==> src/rtl/vector_accumulate_unit_if.sv <==
// Stream bus between the upstream reduce stage, the accumulator and its consumer.
interface vector_accumulate_unit_if #(
  parameter int N          = 8,
  parameter int DATA_WIDTH = 32,
  parameter int CNT_WIDTH  = 16
);
  logic                             acc_en;
  logic                             valid_in;
  logic                             eof_in;
  logic [N-1:0][DATA_WIDTH-1:0]     vector_in;
  logic                             valid_out;
  logic                             eof_out;
  logic [N-1:0][DATA_WIDTH-1:0]     vector_out;
  logic [CNT_WIDTH-1:0]             count_out;

  modport master (
    output acc_en, valid_in, eof_in, vector_in,
    input  valid_out, eof_out, vector_out, count_out
  );

  modport slave (
    input  acc_en, valid_in, eof_in, vector_in,
    output valid_out, eof_out, vector_out, count_out
  );
endinterface

==> src/rtl/vector_accumulate_unit.sv <==
// Per-frame vector accumulator: sums lanes of incoming vectors until eof, or
// passes vectors straight through when accumulation is disabled.

module vau_lane #(
  parameter int DATA_WIDTH = 32
) (
  input  logic                  clk,
  input  logic                  rst_n,
  input  logic [DATA_WIDTH-1:0] din,
  input  logic                  add,
  input  logic                  clr,
  input  logic                  emit,
  input  logic                  use_sum,
  output logic [DATA_WIDTH-1:0] dout
);
  logic [DATA_WIDTH-1:0] acc;
  logic [DATA_WIDTH-1:0] sum;

  // Modulo 2^DATA_WIDTH; carry out is dropped on purpose.
  assign sum = acc + din;

  always_ff @(posedge clk or negedge rst_n) begin
    if (!rst_n) begin
      acc  <= '0;
      dout <= '0;
    end else begin
      if (clr)      acc <= '0;
      else if (add) acc <= sum;
      if (emit)     dout <= use_sum ? sum : din;
    end
  end
endmodule

module vector_accumulate_unit #(
  parameter int N          = 8,
  parameter int DATA_WIDTH = 32,
  parameter int CNT_WIDTH  = 16
) (
  input  logic                   clk,
  input  logic                   rst_n,
  vector_accumulate_unit_if.slave bus
);
  typedef enum logic {IDLE, ACCUM} state_t;

  localparam logic [CNT_WIDTH-1:0] CNT_MAX = '1;
  localparam logic [CNT_WIDTH-1:0] CNT_ONE = CNT_WIDTH'(1);

  state_t               state, state_nxt;
  logic [CNT_WIDTH-1:0] cnt, cnt_nxt, cnt_cur, cnt_inc;
  logic                 add, clr, emit, use_sum;
  logic [CNT_WIDTH-1:0] count_nxt;
  logic                 valid_q, eof_q;
  logic [CNT_WIDTH-1:0] count_q;

  // cnt is only meaningful while ACCUM; in IDLE the frame is empty.
  assign cnt_cur = (state == ACCUM) ? cnt : '0;
  assign cnt_inc = (cnt_cur == CNT_MAX) ? cnt_cur : cnt_cur + CNT_ONE;

  always_ff @(posedge clk or negedge rst_n) begin
    if (!rst_n) begin
      state <= IDLE;
      cnt   <= '0;
    end else begin
      state <= state_nxt;
      cnt   <= cnt_nxt;
    end
  end

  always_comb begin
    state_nxt = state;
    cnt_nxt   = cnt;
    add       = 1'b0;
    clr       = 1'b0;
    emit      = 1'b0;
    use_sum   = 1'b0;
    count_nxt = CNT_ONE;
    if (!bus.acc_en) begin
      // Pass-through, and any partial frame is dropped on this edge.
      state_nxt = IDLE;
      cnt_nxt   = '0;
      clr       = 1'b1;
      emit      = bus.valid_in;
    end else if (bus.valid_in) begin
      use_sum   = 1'b1;
      count_nxt = cnt_inc;
      if (bus.eof_in) begin
        state_nxt = IDLE;
        cnt_nxt   = '0;
        clr       = 1'b1;
        emit      = 1'b1;
      end else begin
        state_nxt = ACCUM;
        cnt_nxt   = cnt_inc;
        add       = 1'b1;
      end
    end
  end

  always_ff @(posedge clk or negedge rst_n) begin
    if (!rst_n) begin
      valid_q <= 1'b0;
      eof_q   <= 1'b0;
      count_q <= '0;
    end else begin
      valid_q <= emit;
      if (emit) begin
        eof_q   <= bus.eof_in;
        count_q <= count_nxt;
      end
    end
  end

  genvar g;
  generate
    for (g = 0; g < N; g++) begin : g_lane
      vau_lane #(.DATA_WIDTH(DATA_WIDTH)) u_lane (
        .clk     (clk),
        .rst_n   (rst_n),
        .din     (bus.vector_in[g]),
        .add     (add),
        .clr     (clr),
        .emit    (emit),
        .use_sum (use_sum),
        .dout    (bus.vector_out[g])
      );
    end
  endgenerate

  assign bus.valid_out = valid_q;
  assign bus.eof_out   = eof_q;
  assign bus.count_out = count_q;
endmodule

==> src/flat_wrapper.sv <==
// flat-port wrapper written by rule: the top's interface ports become plain ports
module vector_accumulate_unit_flat 
#(
  parameter int N          = 8,
  parameter int DATA_WIDTH = 32,
  parameter int CNT_WIDTH  = 16
)
  (clk, rst_n, bus_acc_en, bus_valid_in, bus_eof_in, bus_vector_in, bus_valid_out, bus_eof_out, bus_vector_out, bus_count_out);
  vector_accumulate_unit_if #(.N(N), .DATA_WIDTH(DATA_WIDTH), .CNT_WIDTH(CNT_WIDTH)) bus_i ();
  input  logic clk;
  input  logic rst_n;
  input wire logic [$bits(bus_i.acc_en)-1:0] bus_acc_en;
  input wire logic [$bits(bus_i.valid_in)-1:0] bus_valid_in;
  input wire logic [$bits(bus_i.eof_in)-1:0] bus_eof_in;
  input wire logic [$bits(bus_i.vector_in)-1:0] bus_vector_in;
  output wire logic [$bits(bus_i.valid_out)-1:0] bus_valid_out;
  output wire logic [$bits(bus_i.eof_out)-1:0] bus_eof_out;
  output wire logic [$bits(bus_i.vector_out)-1:0] bus_vector_out;
  output wire logic [$bits(bus_i.count_out)-1:0] bus_count_out;
  assign bus_i.acc_en = bus_acc_en;
  assign bus_i.valid_in = bus_valid_in;
  assign bus_i.eof_in = bus_eof_in;
  assign bus_i.vector_in = bus_vector_in;
  assign bus_valid_out = bus_i.valid_out;
  assign bus_eof_out = bus_i.eof_out;
  assign bus_vector_out = bus_i.vector_out;
  assign bus_count_out = bus_i.count_out;
  vector_accumulate_unit #(.N(N), .DATA_WIDTH(DATA_WIDTH), .CNT_WIDTH(CNT_WIDTH)) u_core (.clk(clk), .rst_n(rst_n), .bus(bus_i));
endmodule
==> config.mk <==
export PLATFORM = sky130hd
export DESIGN_NAME = vector_accumulate_unit_flat
export DESIGN_NICKNAME = d
export VERILOG_FILES = /design/src/rtl/vector_accumulate_unit_if.sv /design/src/rtl/vector_accumulate_unit.sv /design/src/flat_wrapper.sv
export SDC_FILE = /design/constraint.sdc
export NUM_CORES = 2
export LEC_CHECK = 0
export ABC_AREA = 1
export CAP_MARGIN = 10
export CORE_ASPECT_RATIO = 1.25
export CORE_MARGIN = 2
export CORE_UTILIZATION = 59
export CTS_BUF_LIST = sky130_fd_sc_hd__clkbuf_2 sky130_fd_sc_hd__clkbuf_4 sky130_fd_sc_hd__clkbuf_8
export DETAILED_ROUTE_END_ITERATION = 12
export GPL_ROUTABILITY_DRIVEN = 0
export PLACE_DENSITY_LB_ADDON = 0.05
export REMOVE_ABC_BUFFERS = 1
export SLEW_MARGIN = 20
export SYNTH_ARGS = -nofsm -noshare
export SYNTH_HDL_FRONTEND = slang
export SYNTH_HIERARCHICAL = 1
export SYNTH_SLANG_ARGS = --single-unit
==> constraint.sdc <==
create_clock -name clk -period 2.4 [get_ports clk]
set_input_delay 0.36 -clock clk [delete_from_list [all_inputs] [get_ports clk]]
set_output_delay 0.36 -clock clk [all_outputs]
set_load 0.005 [all_outputs]
Word-level counts from Yosys, hierarchy flattened
Index checks and enable logic that the tools add are counted.
{"block": "op_classes", "addsub": 9, "n_eq_ne": 2, "muxes": 42, "reduce_logical": 1}
{"cell": "$mux 32", "count": 24}
{"cell": "$add 32x32->32", "count": 8}
{"cell": "$mux 16", "count": 7}
{"cell": "$add 16x1->16 const B", "count": 1}
{"cell": "$eq 16x16->1 const B", "count": 1}
{"cell": "$mux 1", "count": 11}
{"cell": "$ne 2x1->1 const B", "count": 1}
{"cell": "$reduce_bool 2->1", "count": 1}
{"block": "word_totals", "ff_bits": 547, "in_bits": 261, "out_inout_bits": 274, "word_cells": 75}

Logic depth before layout (Yosys ltp)
{"block": "logic_depth", "word_depth": 6, "ltp_mapped": 15, "mapped_depth_nobuf": 15}

Modules after synthesis
The synthesis kept the hierarchy.
{"mod": "vau_lane at u_core.g_lane[4].u_lane ...", "instances": 4, "cells_each": 833, "area_per_inst_um2": 5163.7}
{"mod": "vau_lane at u_core.g_lane[1].u_lane ...", "instances": 3, "cells_each": 827, "area_per_inst_um2": 5101.1}
{"mod": "vau_lane at u_core.g_lane[0].u_lane", "instances": 1, "cells_each": 830, "area_per_inst_um2": 5111.2}
{"mod": "vector_accumulate_unit", "instances": 1, "cells_each": 292, "area_per_inst_um2": 2008.2}

Least setup slack after synthesis
Ideal clock, no wire load.
{"block": "synth_timing", "path_type": "in2reg", "from": "input port bus_valid_in", "to": "register u_core.g_lane[0].u_lane.dout[3]", "arrival_ns": 2.740, "slack_ns": -0.459, "stages": 7, "path_cell_list": "inv_1 a21oi_1 clkinv_1 clkbuf_1 a21oi_1 o21ai_0 o21a_1"}
{"block": "synth_via", "word_cells_on_any_way": 5, "classes_between": "mux (5)"}
{"element": "start, declared", "line": "flat_wrapper.sv:13", "source": "input wire logic [$bits(bus_i.valid_in)-1:0] bus_valid_in;"}
{"element": "$mux 1", "line": "vector_accumulate_unit.sv:83", "source": "end else if (bus.valid_in) begin"}
{"element": "$mux 1 (*)", "line": "vector_accumulate_unit.sv:77", "source": "if (!bus.acc_en) begin"}
{"element": "named net u_core.emit", "line": "vector_accumulate_unit.sv:50", "source": "logic add, clr, emit, use_sum;"}
{"element": "end signal, assigned", "line": "vector_accumulate_unit.sv:29", "source": "if (emit) dout <= use_sum ? sum : din;"}
{"element": "end, declared", "line": "vector_accumulate_unit.sv:14", "source": "output logic [DATA_WIDTH-1:0] dout"}
The timed path passes the listed nets; every way through them passes the cells marked *.
A chain may end at the register's enable or synchronous reset.

Worst setup path in the final report
{"block": "layout_timing", "from": "register u_core.g_lane[0].u_lane.acc[0]", "to": "register u_core.g_lane[0].u_lane.dout[28]"}
{"block": "layout_via", "elab_chain_cells": 2}
{"element": "start, declared", "line": "vector_accumulate_unit.sv:16", "source": "logic [DATA_WIDTH-1:0] acc;"}
{"element": "start signal, assigned", "line": "vector_accumulate_unit.sv:28", "source": "else if (add) acc <= sum;"}
{"element": "$add 32x32->32", "line": "vector_accumulate_unit.sv:20", "source": "assign sum = acc + din;"}
{"element": "$mux 32", "line": "vector_accumulate_unit.sv:29"}
No other way between the ends.

==> metrics <==
outcome=completed; post-synth top area cell=dfrtp_1; period utilization=90.7%; clock transition at the registers of the reported paths=0.06 ns; r2r setup slk=0.22 ns; CP max-delay cell=fa_1; CP Data Required Time=3.02 ns; synth warn=6; Area Overhead vs Synth=24.8%; Final WS setup=0.223 ns; Total GRT Usage=36.2%; RSZ-0062 raised after global routing=false; slowest stage delay, CP=0.46 ns; Num CTS Buffers=90; Post-DP HPWL=107 mm; critical path class=reg -> reg; launching point of the worst reg2reg path=u_core/g_lane[0].u_lane/acc[0]; first-pass GRT wire length=220 mm; Hold WC Path Type=in -> async; final hold violation count=0; wire per inst=15.7 microns; H-tree depth=3; total number of vias=45600; top post-synthesis cells by area=dfrtp_1, nand2_1, inv_1; Layout Nets=8217; setup tns final=0 ns; CTS Buffer Depth=3; crit path from=u_core/g_lane[0].u_lane/acc[0]; Tmin final=2.18 ns; Critical Path Most Common Cell=nand2_1; crit start category=flop; Pleak=30.6 nW; die area=75200 sq um; die height=306 microns; core area=72100 sq um; worst vdd rail ir drop=0.000553 V; die width=246 microns; R2R cell count=12; pwr dens=503 nW/um^2; Post-Synthesis Cells=6935; Max Cap Viol=0; crit path capture type=flop; CTS sink count=547; Final ANT Viol Nets=0; FP Rows=110; grt ovf=0; pin count of the biggest net entering global routing=84; pre-CTS WS=-0.449 ns; most frequent cells in the layout=nand2_1, inv_1, nor2_1, dfrtp_1, clkdlybuf4s50_1; CTS tree=built; fmax=459 MHz; Root Driver=clkbuf_8; Max Clock Skew=0.0302 ns; vias per cell=5.21; top-area cell type share of the netlist area=31.8%; Synth Cell Area=43100 sq um; Avg Cell Area, Syn=6.21 sq um; worst r2r dst=u_core/g_lane[0].u_lane/dout[28]; detailed-route DRC error count=0; Least-Margin Pin Slew=1.04 ns; IO Pins=535; final WL=137 mm; pins over their slew limit=0; share of post-route cells with drive strength above 1=8.63%; Critical Path Fanout Max=4; IO Port Bufs=534; initial drt markers=3175; headroom to the max-slew limit=30.9%; flops & latches, synth=547; Seq/Total Area, Yosys=31.8%; initial core utilization=59.7%; WP data arrival=2.79 ns; WHS=0.150 ns; worst path cell trace=ha_1 > fa_1 > nand3_1 > nand3_1 > nand3_1 > nand3b_2 > nand2_1 > nand2_1 > nand2_1 > nand3_1 > nand2_1 > nand2_1; synth unique cells=39; Worst setup endpoint=u_core/g_lane[0].u_lane/dout[28]; FILL cells=6113; commonest non-fill, non-tap cell in the layout=nand2_1; setup violators final=0; drt pass-1 iters=6; worst skew pair latency=0.75 ns; number of global-route vias before repair=44500; initial antenna violation count=32
worst min path at each step:
stage / start / end
2_1_floorplan: rst_n / u_core/bus.count_out[0]
3_3_place_gp: rst_n / u_core/g_lane[5].u_lane/acc[9]
3_5_place_dp: rst_n / u_core/g_lane[5].u_lane/acc[9]
4_1_cts: rst_n / u_core/g_lane[5].u_lane/acc[9]
5_1_grt: rst_n / u_core/g_lane[5].u_lane/acc[9]
6_report: rst_n / u_core/g_lane[5].u_lane/acc[9]
Yosys cell counts:
cell type / number
nand2_1: 3038
nor2_2: 41
o21ai_2: 1
nand2_4: 4
buf_2: 25
or2_4: 4
o21a_1: 24
xnor2_2: 4
xnor2_1: 94
o21bai_1: 8
dlygate4sd1_1: 4
a21oi_1: 168
xor2_1: 34
clkbuf_1: 111
buf_6: 11
dfrtp_1: 547
ha_1: 249
inv_1: 982
inv_2: 1
nand3b_2: 4
nand2_2: 98
o21ai_0: 206
clkinv_1: 8
o211ai_1: 16
a22o_1: 48
nor3_1: 17
a21o_1: 24
nor2_1: 690
or2_2: 1
buf_4: 8
nand3_2: 22
buf_1: 4
nand4_1: 4
and2_1: 32
nand3_1: 350
nand3b_1: 8
o21ai_1: 26
nor2_4: 11
fa_1: 8
where the power goes:
group          switching (W)  internal [W]  total, W
registers           0.000469       0.00995    0.0104
clock network        0.00423       0.00567   0.00990
logic                0.00365       0.00309   0.00674
critical path, delay by kind of cell (launching register included):
family,cells,cell delay [ns]
fa+ha+maj,2,0.68
simple gates,10,0.99
flops,1,0.39
repair_timing:
| item | CTS | global route |
|---|---|---|
| resized for setup | 0 | 0 |
| hold buffers | 1 | 0 |
| endpoints found under the hold margin | 328 | 0 |
| buffers inserted | 0 | 0 |
sequential cells by signal, indices dropped and copies added, names as in the netlist:
name and cells:
u_core/bus.eof_out 1, u_core/g_lane.u_lane/acc 256, u_core/state 1, u_core/cnt 16, u_core/bus.count_out 16, u_core/bus.valid_out 1
u_core/g_lane.u_lane/dout 256
metal layers:
layer / global-route usage, % / wire (microns) / vias to the layer above / part of all wire, %
met5: 0 / 181 / - / 0.13
li1: - / - / 22700 / -
met4: 22.2 / 8420 / 28 / 6.1
met2: 61.4 / 65100 / 1647 / 48
met1: 41.4 / 52500 / 20700 / 38
met3: 7.90 / 10800 / 469 / 7.9
logic make-up after synthesis:
family,synth area share [%]
xor gates and xnor gates,2.75
AOI/OAI and AO/OA,6.90
adders and majority gates,7.60
DFF,31.8
buffers and inverters,10.4
and+or+nand+nor,40.5
cell type report:
type                            count  area [sq um]  share of cell area [%]
Clock inverter                     35           499                   0.928
Inverter                          991          3730                    6.93
Antenna cell                       17          42.5                  0.0791
Clock buffer                      131          1650                    3.07
Sequential cell                   547         13700                    25.5
Multi-Input combinational cell   5234         25000                    46.4
Tap cell                          952          1190                    2.21
Timing Repair Buffer              835          8030                    14.9
stage by stage:
stage | area [sq um] | instances | util, % | total power [W]
2_1_floorplan | 42300 | 6772 | - | 0.0137
3_5_place_dp | 51600 | 8558 | 71.5 | 0.0172
3_3_place_gp | 51600 | 8558 | 71.5 | 0.0171
6_report | 53800 | 8742 | 74.6 | 0.0271
4_1_cts | 53700 | 8725 | 74.5 | 0.0272
5_1_grt | 53800 | 8741 | 74.6 | 0.0284
Power figures use the tool's default switching activity.
